==> config.mk <==
export PLATFORM = sky130hd
export DESIGN_NAME = pipe_ctrl
export DESIGN_NICKNAME = d
export VERILOG_FILES = /design/src/rtl/pipe_ctrl.sv
export SDC_FILE = /design/constraint.sdc
export NUM_CORES = 1
export LEC_CHECK = 0
export BUFFER_PORTS_ARGS = -buffer_cell sky130_fd_sc_hd__buf_2
export CELL_PAD_IN_SITES_DETAIL_PLACEMENT = 0
export CELL_PAD_IN_SITES_GLOBAL_PLACEMENT = 1
export CORE_AREA = 2 2 112 114
export DETAILED_ROUTE_END_ITERATION = 6
export DIE_AREA = 0 0 114 116
export PLACE_DENSITY_LB_ADDON = 0.1
export SLEW_MARGIN = 20
export SYNTH_ARGS = -nofsm -noshare
export SYNTH_HDL_FRONTEND = slang
export SYNTH_SLANG_ARGS = --single-unit
==> constraint.sdc <==
create_clock -name clk -period 1.7 [get_ports clk]
set_clock_uncertainty 0.1 [all_clocks]
set_input_delay 0.085 -clock clk [delete_from_list [all_inputs] [get_ports clk]]
set_output_delay 0.085 -clock clk [all_outputs]
set_load 0.05 [all_outputs]
==> src/rtl/pipe_ctrl.sv <==
// pipe_ctrl: central stall/flush controller for the 6-stage pipeline
// (PC, IF, ID, EX, MEM, WB).
//
// It merges the per-stage stall requests into one stall vector. It
// sequences exception flushes and supplies the redirect PC. An exception
// that arrives while a data-bus transaction is outstanding is held back
// until the bus goes idle. A watchdog flags pipelines that stay stalled
// for too long.
//
// Ports:
//   clk               clock, all state updates on the rising edge
//   rst               synchronous active-high reset
//   stallreq_from_if  instruction bus not ready
//   stallreq_from_id  load-use hazard
//   stallreq_from_ex  multi-cycle EX operation busy
//   stallreq_from_mem data bus not ready
//   mem_bus_busy      data-bus transaction outstanding
//   excepttype[31:0]  exception code from MEM (0 = none, 0xe = ERET)
//   cp0_epc[31:0]     current EPC from CP0
//   stall[5:0]        per-stage stop (bit0 = PC ... bit5 = WB)
//   flush             clear every pipeline register this cycle
//   new_pc[31:0]      redirect target, meaningful only while flush = 1
//   stall_timeout     sticky watchdog flag
module pipe_ctrl #(
  parameter logic [31:0] EXC_VECTOR  = 32'h00000020,
  parameter int          CNT_W       = 8,
  parameter int          STALL_LIMIT = 200
) (
  input  logic        clk,
  input  logic        rst,
  input  logic        stallreq_from_if,
  input  logic        stallreq_from_id,
  input  logic        stallreq_from_ex,
  input  logic        stallreq_from_mem,
  input  logic        mem_bus_busy,
  input  logic [31:0] excepttype,
  input  logic [31:0] cp0_epc,
  output logic [5:0]  stall,
  output logic        flush,
  output logic [31:0] new_pc,
  output logic        stall_timeout
);

  localparam logic [31:0]      ERET_CODE = 32'h0000000e;
  localparam logic [CNT_W-1:0] CNT_MAX   = '1;
  localparam logic [CNT_W-1:0] LIMIT     = CNT_W'(STALL_LIMIT);

  typedef enum logic [1:0] {
    RUN      = 2'd0,
    WAIT_BUS = 2'd1,
    HOLD     = 2'd2
  } state_t;

  state_t           state_reg, state_next;
  logic [31:0]      exc_lat_reg, epc_lat_reg;
  logic             latch_en;
  logic [5:0]       prio_stall;
  logic [CNT_W-1:0] stall_cnt_reg, stall_cnt_inc;
  logic             timeout_reg;

  // Priority encoding of the stall requests. A stage that stalls also
  // freezes every stage in front of it. An IF stall holds ID too, so that
  // the instruction waiting in ID is not lost.
  always_comb begin
    if (stallreq_from_mem)
      prio_stall = 6'b011111;
    else if (stallreq_from_ex)
      prio_stall = 6'b001111;
    else if (stallreq_from_id || stallreq_from_if)
      prio_stall = 6'b000111;
    else
      prio_stall = 6'b000000;
  end

  // Next state and outputs. While reset is asserted, every output is forced to 0.
  always_comb begin
    state_next = state_reg;
    stall      = 6'b000000;
    flush      = 1'b0;
    new_pc     = 32'h0;
    latch_en   = 1'b0;
    if (!rst) begin
      unique case (state_reg)
        RUN: begin
          if (excepttype != 32'h0) begin
            if (mem_bus_busy) begin
              // The bus cycle cannot be abandoned. Freeze everything and
              // remember the exception until the bus finishes.
              stall      = 6'b111111;
              latch_en   = 1'b1;
              state_next = WAIT_BUS;
            end else begin
              flush      = 1'b1;
              new_pc     = (excepttype == ERET_CODE) ? cp0_epc : EXC_VECTOR;
              state_next = HOLD;
            end
          end else begin
            stall = prio_stall;
          end
        end
        WAIT_BUS: begin
          if (mem_bus_busy) begin
            stall = 6'b111111;
          end else begin
            flush      = 1'b1;
            new_pc     = (exc_lat_reg == ERET_CODE) ? epc_lat_reg : EXC_VECTOR;
            state_next = HOLD;
          end
        end
        HOLD: begin
          // MEM still holds the instruction that was flushed, so its
          // exception code is stale and is ignored for this cycle.
          stall      = prio_stall;
          state_next = RUN;
        end
        default: state_next = RUN;
      endcase
    end
  end

  always_ff @(posedge clk) begin
    if (rst) begin
      state_reg   <= RUN;
      exc_lat_reg <= 32'h0;
      epc_lat_reg <= 32'h0;
    end else begin
      state_reg <= state_next;
      if (latch_en) begin
        exc_lat_reg <= excepttype;
        epc_lat_reg <= cp0_epc;
      end
    end
  end

  // Watchdog. It counts consecutive cycles that are stalled and not flushing.
  assign stall_cnt_inc = (stall_cnt_reg == CNT_MAX) ? CNT_MAX
                                                    : stall_cnt_reg + CNT_W'(1);

  always_ff @(posedge clk) begin
    if (rst) begin
      stall_cnt_reg <= '0;
      timeout_reg   <= 1'b0;
    end else if ((stall != 6'b000000) && !flush) begin
      stall_cnt_reg <= stall_cnt_inc;
      if (stall_cnt_inc == LIMIT)
        timeout_reg <= 1'b1;
    end else begin
      stall_cnt_reg <= '0;
    end
  end

  assign stall_timeout = timeout_reg;

endmodule

* Word level (Yosys, flattened, before mapping)
Cells that the tools add are included. Widths: inputs -> output; s select.
Word-level totals: bits of input ports 71, register bits 75, output and inout bits 40, word-level logic and storage cells 51
Cells by class: equality and inequality tests 8, bitwise operators 1, reductions and logical operators 9, add/sub/neg operators 1, muxes and demuxes 27
Operators with widths (number):
- $mux 32 | 6
- $eq 32x4->1 const B | 2
- $pmux 32 s2 | 1
- $reduce_bool 32->1 | 1
- $mux 6 | 3
- $pmux 6 s3 | 1
- $eq 8x8->1 const B | 2
- $add 8x1->8 const B | 1
- $mux 8 | 1
- $mux 1 | 7
- $mux 2 | 3
- $reduce_bool 6->1 | 1
- $mux 5 | 1
- $mux 4 | 1
- $ne 2x2->1 const B | 2
- $pmux 2 s2 | 1
- $reduce_and 2->1 | 2
- $mux 3 | 1
- $eq 2x1->1 const B | 1
- $eq 2x2->1 const B | 1
- $logic_not 2->1 | 1
- $pmux 1 s2 | 1
- $reduce_or 2->1 | 1
- $logic_and 1x1->1 | 1
- other kinds (3) | 3

* Longest topological paths before layout
Gate-level depths: netlist of the first run.
word-level depth 11, depth in mapped cells 7, depth with buffers taken out 5

* Least setup slack after synthesis of the first run
No wires, ideal clock.
path type reg2out, start point reg state_reg[1], end point out new_pc[0], data required time 1515 ps, arrival time 2023 ps, cell stages (with the launch flop) 5, path slack -508 ps, buffers on the path 1, cells stage by stage dfxtp_1 or3_1 nor4_1 clkbuf_1 a22o_1
Between the ends: longest elaborated chain between the ends 3, elaborated cells between the ends (all ways) 4, classes of those cells 1 x eq/ne; 2 x mux; 1 x reduce/logical
RTL lines:
- from (decl) | line 54 | state_t state_reg, state_next;
- from (signal assigned) | line 127 | state_reg <= state_next;
- $eq 2x1->1 or $logic_not 2->1 (tied branches) | line 83 | unique case (state_reg)
- $pmux 32 s2 * | line 83
- $mux 32 * | line 82 | if (!rst) begin
- to (decl) | line 40 | output logic [31:0] new_pc,
Mark *: on every way between the ends. The rest lies on a longest branch, timed or not.

* Worst setup path in the final report of the first run
start point reg exc_lat_reg[26], end point out new_pc[28]
Between the ends: longest elaborated chain between the ends 5
RTL lines:
- from (decl) | line 55 | logic [31:0] exc_lat_reg, epc_lat_reg;
- from (signal assigned) | line 129 | exc_lat_reg <= excepttype;
- $eq 32x4->1 | line 106 | new_pc = (exc_lat_reg == ERET_CODE) ? epc_lat_reg : EXC_VECTOR;
- $mux 32 | line 106
- $mux 32 | line 102 | if (mem_bus_busy) begin
- $pmux 32 s2 | line 83
- $mux 32 | line 82
No other way between the ends.

==> results of run 1 <==
power groups by stage:
stage	registers (mW)	logic, mW	clock network (mW)
after floorplan	1.95	0.410	0
after global placement	1.97	0.680	0
after detailed placement	1.97	0.692	0
after CTS	1.94	0.920	1.76
after global routing	1.96	1.00	1.82
final	1.95	0.929	1.69
worst max-delay path: stages, from the launching register on:
cell and delay [ps]:
sky130_fd_sc_hd__dfxtp_2 330, sky130_fd_sc_hd__nor4_4 280, sky130_fd_sc_hd__nand4_1 220, sky130_fd_sc_hd__nor4_4 370, sky130_fd_sc_hd__buf_4 210, sky130_fd_sc_hd__buf_12 140
sky130_fd_sc_hd__a22o_4 120, sky130_fd_sc_hd__buf_8 130
metrics by stage:
step	area, um2	worst slack (ps)	total power [mW]	std cells	util (%)
after global routing	6967	-786.0	4.788	771	58.49
after floorplan	4263	-237.3	2.362	417	-
after detailed placement	5285	-494.8	2.659	698	44.37
final	6967	-628.4	4.573	771	58.49
after CTS	6945	-689.4	4.622	774	58.31
after global placement	5285	-517.3	2.645	698	44.37
layout make-up:
| type | count | area (um2) |
|---|---|---|
| Clock buffer | 13 | 250.2 |
| Fill cell | 1028 | 4945 |
| Inverter | 3 | 15.01 |
| Timing Repair Buffer | 223 | 2193 |
| Tap cell | 147 | 183.9 |
| Sequential cell | 75 | 1510 |
| Multi-Input combinational cell | 310 | 2814 |
cells by family after synthesis:
family,Yosys count,synth area share [%]
AO/OA/AOI/OAI,61,11.35
flip-flops,75,38.60
adder cells (fa/ha/maj),1,0.3216
XOR/XNOR,4,0.9008
buffers and inverters,32,3.699
multiplexers,61,15.73
AND/OR/NAND/NOR,183,29.40
synthesized netlist by cell type, types with 2 or more instances:
| library cell | number | area [um2] |
|---|---|---|
| sky130_fd_sc_hd__or3_1 | 3 | 18.77 |
| sky130_fd_sc_hd__nand3_1 | 4 | 20.02 |
| sky130_fd_sc_hd__xor2_1 | 3 | 26.28 |
| sky130_fd_sc_hd__and2_1 | 2 | 12.51 |
| sky130_fd_sc_hd__nor3_1 | 3 | 15.01 |
| sky130_fd_sc_hd__a22o_1 | 31 | 271.5 |
| sky130_fd_sc_hd__clkbuf_1 | 21 | 78.83 |
| sky130_fd_sc_hd__nor2_1 | 6 | 22.52 |
| sky130_fd_sc_hd__buf_2 | 4 | 20.02 |
| sky130_fd_sc_hd__buf_4 | 3 | 22.52 |
| sky130_fd_sc_hd__nand2b_1 | 122 | 763.2 |
| sky130_fd_sc_hd__inv_1 | 3 | 11.26 |
| sky130_fd_sc_hd__o21ai_0 | 7 | 35.03 |
| sky130_fd_sc_hd__mux2i_1 | 60 | 600.6 |
| sky130_fd_sc_hd__dfxtp_1 | 75 | 1501 |
| sky130_fd_sc_hd__nand2_1 | 8 | 30.03 |
| sky130_fd_sc_hd__nand4_1 | 6 | 37.54 |
| sky130_fd_sc_hd__a21oi_1 | 16 | 80.08 |
| sky130_fd_sc_hd__nor3b_1 | 2 | 15.01 |
| sky130_fd_sc_hd__nor4_1 | 15 | 93.84 |
| sky130_fd_sc_hd__nor4b_1 | 2 | 17.52 |
per-layer routing:
layer	GRT usage (%)	wire length, um	up-vias
met3	2.615	313	12
li1	-	-	1889
met1	24.33	5602	1722
met4	7.561	179	0
met2	31.63	5613	85
met5	0	0	-
timing repair:
action	in CTS	in global routing
gates resized for setup	176	23
hold endpoints to repair	44	0
endpoints found under the setup margin	106	110
buffers inserted	12	5
pin swaps	16	18
hold buffers	44	0
cloned	7	0
worst min path at each step:
stage / end / slack (ps) / depth (start not counted)
after floorplan: exc_lat_reg[0] / 120 / 2
after global placement: epc_lat_reg[3] / 260 / 3
after detailed placement: epc_lat_reg[3] / 270 / 3
after CTS: exc_lat_reg[22] / 20 / 4
after global routing: exc_lat_reg[26] / 20 / 4
final: exc_lat_reg[26] / 10 / 4
==> summary.txt, run 1 <==
Pwr
  – Leak: 2.933 nW
  – Clock power frac: 37.0%
  – Total power divided by cell area: 656.4 mW/mm2
  – Share of total power in combinational logic: 20.3%
  – Switching share of power: 25.64%
  – Cell Int Power: 3.401 mW
  – Peak supply drop: 0.3982 mV
  – Power share of the sequential group: 42.7%
  – Net Sw Power: 1.172 mW

Worst hold path
  – Min-Delay Path Class: primary input to flop
  – Hold Startpoint: excepttype[26]

Critical path
  – Reg-to-reg setup timing slack: -270 ps
  – Launch point of the worst path: exc_lat_reg[26]
  – Capture point of the critical path: new_pc[28]
  – Arrival time of the worst setup path: 2140 ps
  – Max Fanout on Critical Path: 8
  – Worst R2R Start: state_reg[0]
  – Kind of end point of the critical path: output port
  – Required @ worst endpoint: 1510 ps
  – Crit Path Category: flop to output port
  – R2r endpoint: stall_cnt_reg[2]
  – Length in cells of the worst reg-to-reg path: 9
  – Kind of launch point of the worst setup path: flop

Yosys
  – Commonest register cell after synthesis: sky130_fd_sc_hd__dfxtp_1
  – Count of distinct cell types in the synthesized netlist: 42
  – Total standard cell area after synthesis: 0.003890 mm2
  – Avg Cell Area, Syn: 9.328 um2
  – Synth Register Bits: 75
  – Sequential area share after synthesis: 38.60%
  – Warnings, synthesis: 0
  – Async S/R FF share, synth: 0%
  – Number of synthesized flops with an enable pin: 0
  – Syn_nets: 489
  – Post-Synthesis Cells: 417

Floorplanning
  – Starting density of the core: 32.66%
  – Core area: 0.01191 mm2
  – Die H: 116 um
  – FP Rows: 40
  – Boundary pin count: 111
  – Die Width: 114 um
  – Area enclosed by the die boundary: 0.01322 mm2

STA
  – Final setup margin: -628.4 ps
  – Count of pins over their slew limit: 0
  – Tmin final: 2328 ps
  – Slew of the pin with the lowest slew margin: 763.7 ps
  – Worst slew margin relative to its limit: 49.09%
  – Count of endpoints failing hold in the final timing report: 0
  – Count of endpoints failing setup in the final report: 106
  – Unrepaired setup endpoints after global routing: yes
  – Highest Clock Rate: 0.4295 GHz
  – WHS: 12.74 ps
  – Final clock period utilization by the worst path: 137.0%
  – Post-route setup TNS: -27740 ps

GRT
  – Largest net degree at the start of global routing: 105
  – Total overflow reported by the global router: 0
  – Via count of the first global-routing pass: 3876
  – Initial antenna violation count: 0
  – Global-route wire length before repair: 19.31 mm
  – Global routing usage summed across all routing layers: 18.77%

Detailed routing
  – Count of nets left with antenna violations after detail routing: 0
  – DR DRC count: 0
  – Routed length per instance: 15.19 um
  – Total routed wirelength: 11.71 mm
  – Iteration count of the initial detailed-routing pass: 4
  – Number of design-rule violations left by the first detailed-router iteration: 138
  – Routed via count: 3708
  – DR vias/cell: 4.809

Run status
  – Result of the run: finished, violations left
  – Failing checks: negative setup slack

Place
  – Detailed placement HPWL: 7.186 mm
  – Final weighted congestion in routability-driven placement: 0.8051
  – Port Buffer Count: 110

Finish
  – Leading cell type in the layout, fill and taps excluded: sky130_fd_sc_hd__nand2b_1
  – Final-stage net count: 694
  – Commonest cells after routing, fill and taps aside: sky130_fd_sc_hd__nand2b_1, sky130_fd_sc_hd__dfxtp_1, sky130_fd_sc_hd__buf_2
  – Diodes inserted: 0
  – Layout cell share with drive strength beyond 1: 42.95%
  – Area added between synthesis and finish: 79.09%

Run
  – Max-cap violation count: 0

Clocking
  – Number of sinks driven by the clock tree: 75
  – Later-pin clock latency in the skew report: 330 ps
  – Clock root buffer: sky130_fd_sc_hd__clkbuf_16
  – CTS tree: done
  – Clock H-tree levels: 3
  – Number of buffers inserted during clock tree synthesis: 9
  – Clock-pin slew on the worst setup and hold paths: 50 ps
  – CTS max path bufs: 2
Power figures use the tool's default switching activity.
==> inputs of run 2 (changes only) <==
==> constraint.sdc (replaced) <==
create_clock -name clk -period 2 [get_ports clk]
set_clock_uncertainty 0.1 [all_clocks]
set_input_delay 0.1 -clock clk [delete_from_list [all_inputs] [get_ports clk]]
set_output_delay 0.1 -clock clk [all_outputs]
set_load 0.05 [all_outputs]
==> run 2 against run 1 <==
Net effect:
- the run still ends with negative setup slack left
- sequential power fell by 15%
- power fell by 16%
- sequential share of layout area rose by 1.5 points
- critical endpoint is now new_pc[24]
==> summary.txt, run 2 (same netlist as run 1, synthesis figures left out) <==
Place
  – Detailed placement HPWL: 7.093 mm (-1.3%)
  – Final weighted congestion in routability-driven placement: 0.7189 (-11%)
  – Port Buffer Count: 110 (unchanged)

Critical path
  – Max Fanout on Critical Path: 7 (-1)
  – Kind of end point of the critical path: output port
  – Required @ worst endpoint: 1800 ps (+290 ps)
  – Arrival time of the worst setup path: 2160 ps (+20 ps)
  – Crit Path Category: flop to output port
  – Launch point of the worst path: exc_lat_reg[28]
  – Worst R2R Start: state_reg[0]
  – Kind of launch point of the worst setup path: flop

Floorplanning
  – Die H: 116 um (unchanged)
  – FP Rows: 40 (unchanged)
  – Boundary pin count: 111 (unchanged)
  – Area enclosed by the die boundary: 0.01322 mm2 (unchanged)
  – Die Width: 114 um (unchanged)
  – Starting density of the core: 32.66% (unchanged)
  – Core area: 0.01191 mm2 (unchanged)

Clocking
  – CTS max path bufs: 2 (unchanged)
  – Number of sinks driven by the clock tree: 75 (unchanged)
  – Clock root buffer: sky130_fd_sc_hd__clkbuf_16
  – CTS tree: done
  – Number of buffers inserted during clock tree synthesis: 9 (unchanged)
  – Later-pin clock latency in the skew report: 340 ps (about the same)
  – Clock H-tree levels: 3 (unchanged)
  – Clock-pin slew on the worst setup and hold paths: 60 ps (about the same)

Finish
  – Layout cell share with drive strength beyond 1: 38.19% (-4.8 points)
  – Multi-input logic area: 0.002605 mm2 (-7.4%)
  – Commonest cells after routing, fill and taps aside: sky130_fd_sc_hd__nand2b_1, sky130_fd_sc_hd__dfxtp_1, sky130_fd_sc_hd__buf_2
  – Final-stage net count: 686 (-1.2%)
  – Area added between synthesis and finish: 67.35%
  – Total of fill cells in the finished design: 1059 (+3.0%)
  – Diodes inserted: 0 (unchanged)
  – Leading cell type in the layout, fill and taps excluded: sky130_fd_sc_hd__nand2b_1
  – Reg area: 0.001506 mm2 (-0.25%)

Worst hold path
  – Min-Delay Path Class: primary input to flop
  – Hold Startpoint: mem_bus_busy

Detailed routing
  – Iteration count of the initial detailed-routing pass: 4 (unchanged)
  – DR DRC count: 0 (unchanged)
  – Routed length per instance: 15.31 um (+0.83%)
  – Count of nets left with antenna violations after detail routing: 0 (unchanged)
  – Total routed wirelength: 11.71 mm (about the same)
  – DR vias/cell: 4.873 (+1.3%)
  – Routed via count: 3728 (+0.54%)
  – Number of design-rule violations left by the first detailed-router iteration: 156 (+13%)

Pwr
  – Peak supply drop: 0.4756 mV (+19%)
  – Power Total: 3.823 mW (-16%)
  – Total power divided by cell area: 587.2 mW/mm2 (-11%)
  – Leak: 2.735 nW (-6.7%)

Run status
  – Result of the run: finished, violations left
  – Failing checks: negative setup slack

GRT
  – Global-route wire length before repair: 19.16 mm (-0.75%)
  – Total overflow reported by the global router: 0 (unchanged)
  – Via count of the first global-routing pass: 3870 (-0.15%)
  – Initial antenna violation count: 0 (unchanged)
  – Largest net degree at the start of global routing: 102 (-2.9%)
  – Global routing usage summed across all routing layers: 18.63% (-0.14 points)

STA
  – Final clock period utilization by the worst path: 118.2%
  – Tmin final: 2364 ps
  – Count of endpoints failing hold in the final timing report: 0 (unchanged)
  – Count of pins over their slew limit: 0 (unchanged)
  – Slew of the pin with the lowest slew margin: 727.4 ps (-36.29 ps)
  – Post-route setup TNS: -10700 ps (+17040 ps)
  – Unrepaired setup endpoints after global routing: yes
  – Count of endpoints failing setup in the final report: 39 (-63%)
  – Worst slew margin relative to its limit: 51.51% (+2.4 points)
  – Final setup margin: -364.0 ps (+264.4 ps)
  – Highest Clock Rate: 0.4230 GHz

Run
  – Max-cap violation count: 0 (unchanged)
## run 2: area by class of cell
type | count | area share (%)
Clock inverter | 3 | 0.2306
Clock buffer | 12 | 3.786
Tap cell | 147 | 2.825
Sequential cell | 75 | 23.14
Timing Repair Buffer | 215 | 29.77
Inverter | 3 | 0.2306
Multi-Input combinational cell | 310 | 40.02
## run 2: worst max-delay path, cell delays in order (launching register included)
cell and delay (ps):
sky130_fd_sc_hd__dfxtp_1 340, sky130_fd_sc_hd__nor4_4 290, sky130_fd_sc_hd__nand4_1 210, sky130_fd_sc_hd__nor4_4 300, sky130_fd_sc_hd__buf_6 170, sky130_fd_sc_hd__buf_6 110
sky130_fd_sc_hd__buf_12 130, sky130_fd_sc_hd__a22o_4 130, sky130_fd_sc_hd__buf_8 140
## run 2: final timing paths
path | end | slack, ps | depth (start not counted)
setup / recovery | new_pc[24] | -360 | 8
setup reg to reg | exc_lat_reg[8] | 80 | 7
hold / removal | state_reg[0] | 30 | 3
hold reg to reg | epc_lat_reg[31] | 370 | 2
## run 2: where the power goes
part / leakage (nW) / switching (mW) / internal (mW) / total, mW
clock: 0.132 / 0.620 / 0.861 / 1.48
combinational: 1.99 / 0.311 / 0.381 / 0.691
sequential: 0.616 / 0.0637 / 1.59 / 1.65
## run 2: per-layer routing
layer / vias up / part of all wire (%) / wire length (um) / GRT usage, %
met1: 1780 / 44 / 5175 / 22.27
met4: 0 / 0.63 / 74 / 3.415
met2: 84 / 50 / 5825 / 32.66
li1: 1859 / - / - / -
met3: 5 / 5.4 / 638 / 6.590
met5: - / 0 / 0 / 0
## run 2: timing repair
| action | 4_1_cts | 5_1_grt |
|---|---|---|
| setup buffers | 10 | 6 |
| setup endpoints to repair | 38 | 63 |
| cloned | 3 | 0 |
| gates resized for setup | 149 | 17 |
| endpoints found under the hold margin | 53 | 0 |
| hold buffers | 53 | 0 |
| pin swaps | 16 | 6 |
## run 2: per-stage QoR
step	instances	area, um2	utilization [%]	worst slack (ps)	hold slack (ps)
after floorplan	417	3944	-	-166.9	136.0
after global routing	765	6510	54.65	-503.0	35.04
after CTS	760	6386	53.61	-356.3	10.69
after detailed placement	681	4873	40.91	-290.4	279.1
final	765	6510	54.65	-364.0	29.18
after global placement	681	4873	40.91	-287.5	272.3
==> inputs of run 3 (changes only) <==
--- a/config.mk
+++ b/config.mk
@@ -11,6 +11,7 @@
 export CORE_AREA = 2 2 112 114
 export DETAILED_ROUTE_END_ITERATION = 6
 export DIE_AREA = 0 0 114 116
+export HOLD_SLACK_MARGIN = 0.12
 export PLACE_DENSITY_LB_ADDON = 0.1
 export SLEW_MARGIN = 20
 export SYNTH_ARGS = -nofsm -noshare
==> run 3 against run 2 <==
Net effect:
- the run still ends with negative setup slack left
- critical path type is now primary input to output port
- sequential power is essentially flat
- worst setup slack worse by 18 ps
- flip-flop and latch count is the same
- utilization increased by 1.5 points
- cell count up 2.0%
- critical path depth rose by 1
- wire length increased by 3.0%
==> summary.txt, run 3 (same netlist as run 1, synthesis figures left out) <==
Clocking
  – CTS tree: done
  – Number of buffers inserted during clock tree synthesis: 9 (unchanged)
  – Clock root buffer: sky130_fd_sc_hd__clkbuf_16
  – CTS max path bufs: 2 (unchanged)
  – Clock H-tree levels: 3 (unchanged)
  – Clock-pin slew on the worst setup and hold paths: 60 ps (about the same)
  – Later-pin clock latency in the skew report: 340 ps (about the same)
  – Number of sinks driven by the clock tree: 75 (unchanged)

Finish
  – Diodes inserted: 0 (unchanged)
  – Reg area: 0.001506 mm2 (unchanged)
  – Total of fill cells in the finished design: 1060 (+0.094%)
  – Layout Utilization: 56.12% (+1.5 points)
  – Area added between synthesis and finish: 71.86%
  – Leading cell type in the layout, fill and taps excluded: sky130_fd_sc_hd__nand2b_1
  – Commonest cells after routing, fill and taps aside: sky130_fd_sc_hd__nand2b_1, sky130_fd_sc_hd__dfxtp_1, sky130_fd_sc_hd__buf_2
  – Final-stage net count: 701 (+2.2%)
  – Final standard cell area without fillers: 0.006685 mm2 (+2.7%)
  – Layout cell share with drive strength beyond 1: 37.44% (-0.75 points)
  – Multi-input logic area: 0.002614 mm2 (+0.34%)

Pwr
  – Peak supply drop: 0.4748 mV (-0.17%)
  – Power Total: 3.859 mW (+0.95%)
  – Total power divided by cell area: 577.3 mW/mm2 (-1.7%)
  – Leak: 2.805 nW (+2.6%)

Critical path
  – Max Fanout on Critical Path: 7 (unchanged)
  – Required @ worst endpoint: 1800 ps (about the same)
  – CP max stage delay: 570 ps (+230 ps)
  – Worst R2R Start: state_reg[0]
  – Kind of launch point of the worst setup path: primary input
  – Category of cells accounting for the largest share of critical-path delay: buffers and inverters
  – Reg-to-reg setup timing slack: 60 ps (-20 ps)
  – Kind of end point of the critical path: output port
  – R2r endpoint: stall_cnt_reg[6]
  – Most common cell type on the critical path: sky130_fd_sc_hd__buf_6
  – Buf+Inv Stages, Crit Path: 6 (+2)
  – Cell with the largest stage delay on the worst path: sky130_fd_sc_hd__dlygate4sd3_1
  – Cell chain of the critical path: buf_2 -> dlygate4sd3_1 -> or3_4 -> nor4_4 -> buf_6 -> buf_6 -> buf_12 -> a22o_4 -> buf_8
  – Crit Path Category: primary input to output port
  – Arrival time of the worst setup path: 2180 ps (+20 ps)
  – Length in cells of the worst reg-to-reg path: 9 (+2)

STA
  – Count of endpoints failing setup in the final report: 39 (unchanged)
  – Worst slew margin relative to its limit: 51.12% (-0.39 points)
  – Count of pins over their slew limit: 0 (unchanged)
  – Count of endpoints failing hold in the final timing report: 0 (unchanged)
  – Unrepaired setup endpoints after global routing: yes
  – Final setup margin: -382.0 ps (-17.98 ps)
  – Final clock period utilization by the worst path: 119.1% (+0.90 points)
  – Slew of the pin with the lowest slew margin: 733.3 ps (+5.908 ps)
  – Highest Clock Rate: 0.4198 GHz (-0.76%)
  – Tmin final: 2382 ps (+17.98 ps)
  – WHS: 139.3 ps (+110.2 ps)

Place
  – Detailed placement HPWL: 7.093 mm (unchanged)
  – Port Buffer Count: 110 (unchanged)
  – Final weighted congestion in routability-driven placement: 0.7189 (unchanged)
  – Total placed instance area: 0.004873 mm2 (unchanged)

GRT
  – Initial antenna violation count: 0 (unchanged)
  – Global-route wire length before repair: 19.56 mm (+2.1%)
  – Total overflow reported by the global router: 0 (unchanged)
  – Global routing usage summed across all routing layers: 18.95% (+0.32 points)
  – Via count of the first global-routing pass: 3947 (+2.0%)
  – Largest net degree at the start of global routing: 102 (unchanged)

Detailed routing
  – DR vias/cell: 4.892 (+0.39%)
  – Total routed wirelength: 12.07 mm (+3.0%)
  – Routed length per instance: 15.47 um (+1.1%)
  – Count of nets left with antenna violations after detail routing: 0 (unchanged)
  – Routed via count: 3816 (+2.4%)
  – DR DRC count: 0 (unchanged)
  – Iteration count of the initial detailed-routing pass: 4 (unchanged)
  – Number of design-rule violations left by the first detailed-router iteration: 192 (+23%)

Worst hold path
  – Cell depth of the worst hold path: 4 (+1)
  – Hold Startpoint: excepttype[3]
  – Min-Delay Endpoint: state_reg[0]
  – Min-Delay Path Class: primary input to flop

Floorplanning
  – Die Width: 114 um (unchanged)
  – Area enclosed by the die boundary: 0.01322 mm2 (unchanged)
  – Boundary pin count: 111 (unchanged)
  – FP Rows: 40 (unchanged)
  – Die H: 116 um (unchanged)
  – Core area: 0.01191 mm2 (unchanged)
  – Starting density of the core: 32.66% (unchanged)

Run status
  – Result of the run: finished, violations left
  – Failing checks: negative setup slack

Run
  – Max-cap violation count: 0 (unchanged)
run 3: area by class of cell:
class                      instances  share of cell area (%)
timing repair buffer             230                   31.48
multi-input combinational        310                   39.10
clock inverter                     3                  0.2246
inverter                           3                  0.2246
clock buffer                      12                   3.687
tap                              147                   2.751
sequential                        75                   22.53
run 3: routing by layer:
metal / vias up / wire length [um] / global-route usage, %
met3: 5 / 616 / 6.590
met5: - / 0 / 0
li1: 1891 / - / -
met1: 1833 / 5301 / 22.89
met4: 0 / 74 / 3.415
met2: 87 / 6078 / 33.06
run 3: report_power, final:
part / switching (mW) / internal (mW) / leakage, nW
logic: 0.321 / 0.407 / 2.06
clock network: 0.620 / 0.861 / 0.132
registers: 0.0632 / 1.59 / 0.616
total: 1.00 / 2.86 / 2.81
run 3: worst max path at each step:
stage	cells after the start	end	start
after floorplan	2	new_pc[5]	state_reg[1]
after global placement	7	new_pc[16]	excepttype[8]
after detailed placement	7	new_pc[16]	excepttype[8]
after CTS	9	new_pc[28]	exc_lat_reg[8]
after global routing	9	new_pc[19]	exc_lat_reg[8]
final	9	new_pc[24]	mem_bus_busy
run 3: worst register-to-register path, stage by stage, from the launching register on:
cell and delay [ps]:
sky130_fd_sc_hd__dfxtp_2 330, sky130_fd_sc_hd__buf_6 110, sky130_fd_sc_hd__nor3_2 90, sky130_fd_sc_hd__nand4_1 160, sky130_fd_sc_hd__buf_4 210, sky130_fd_sc_hd__nor2_4 120
sky130_fd_sc_hd__mux2_4 340, sky130_fd_sc_hd__buf_4 150, sky130_fd_sc_hd__buf_6 130, sky130_fd_sc_hd__nor3_2 140
run 3: timing repair:
item                                    CTS  global route
endpoints found under the setup margin   38           102
resized for setup                       149            20
pin swaps                                16            11
hold buffers                             67             1
hold endpoints to repair                 66             1
buffers inserted                         10             6
gates cloned                              3             1
run 3: through the flow:
step	setup TNS, ps	instances	setup WS [ps]
after floorplan	-2366	417	-166.9
after global placement	-13400	681	-287.5
after detailed placement	-12400	681	-290.4
after CTS	-11070	774	-356.3
after global routing	-16560	780	-519.8
final	-11670	780	-382.0
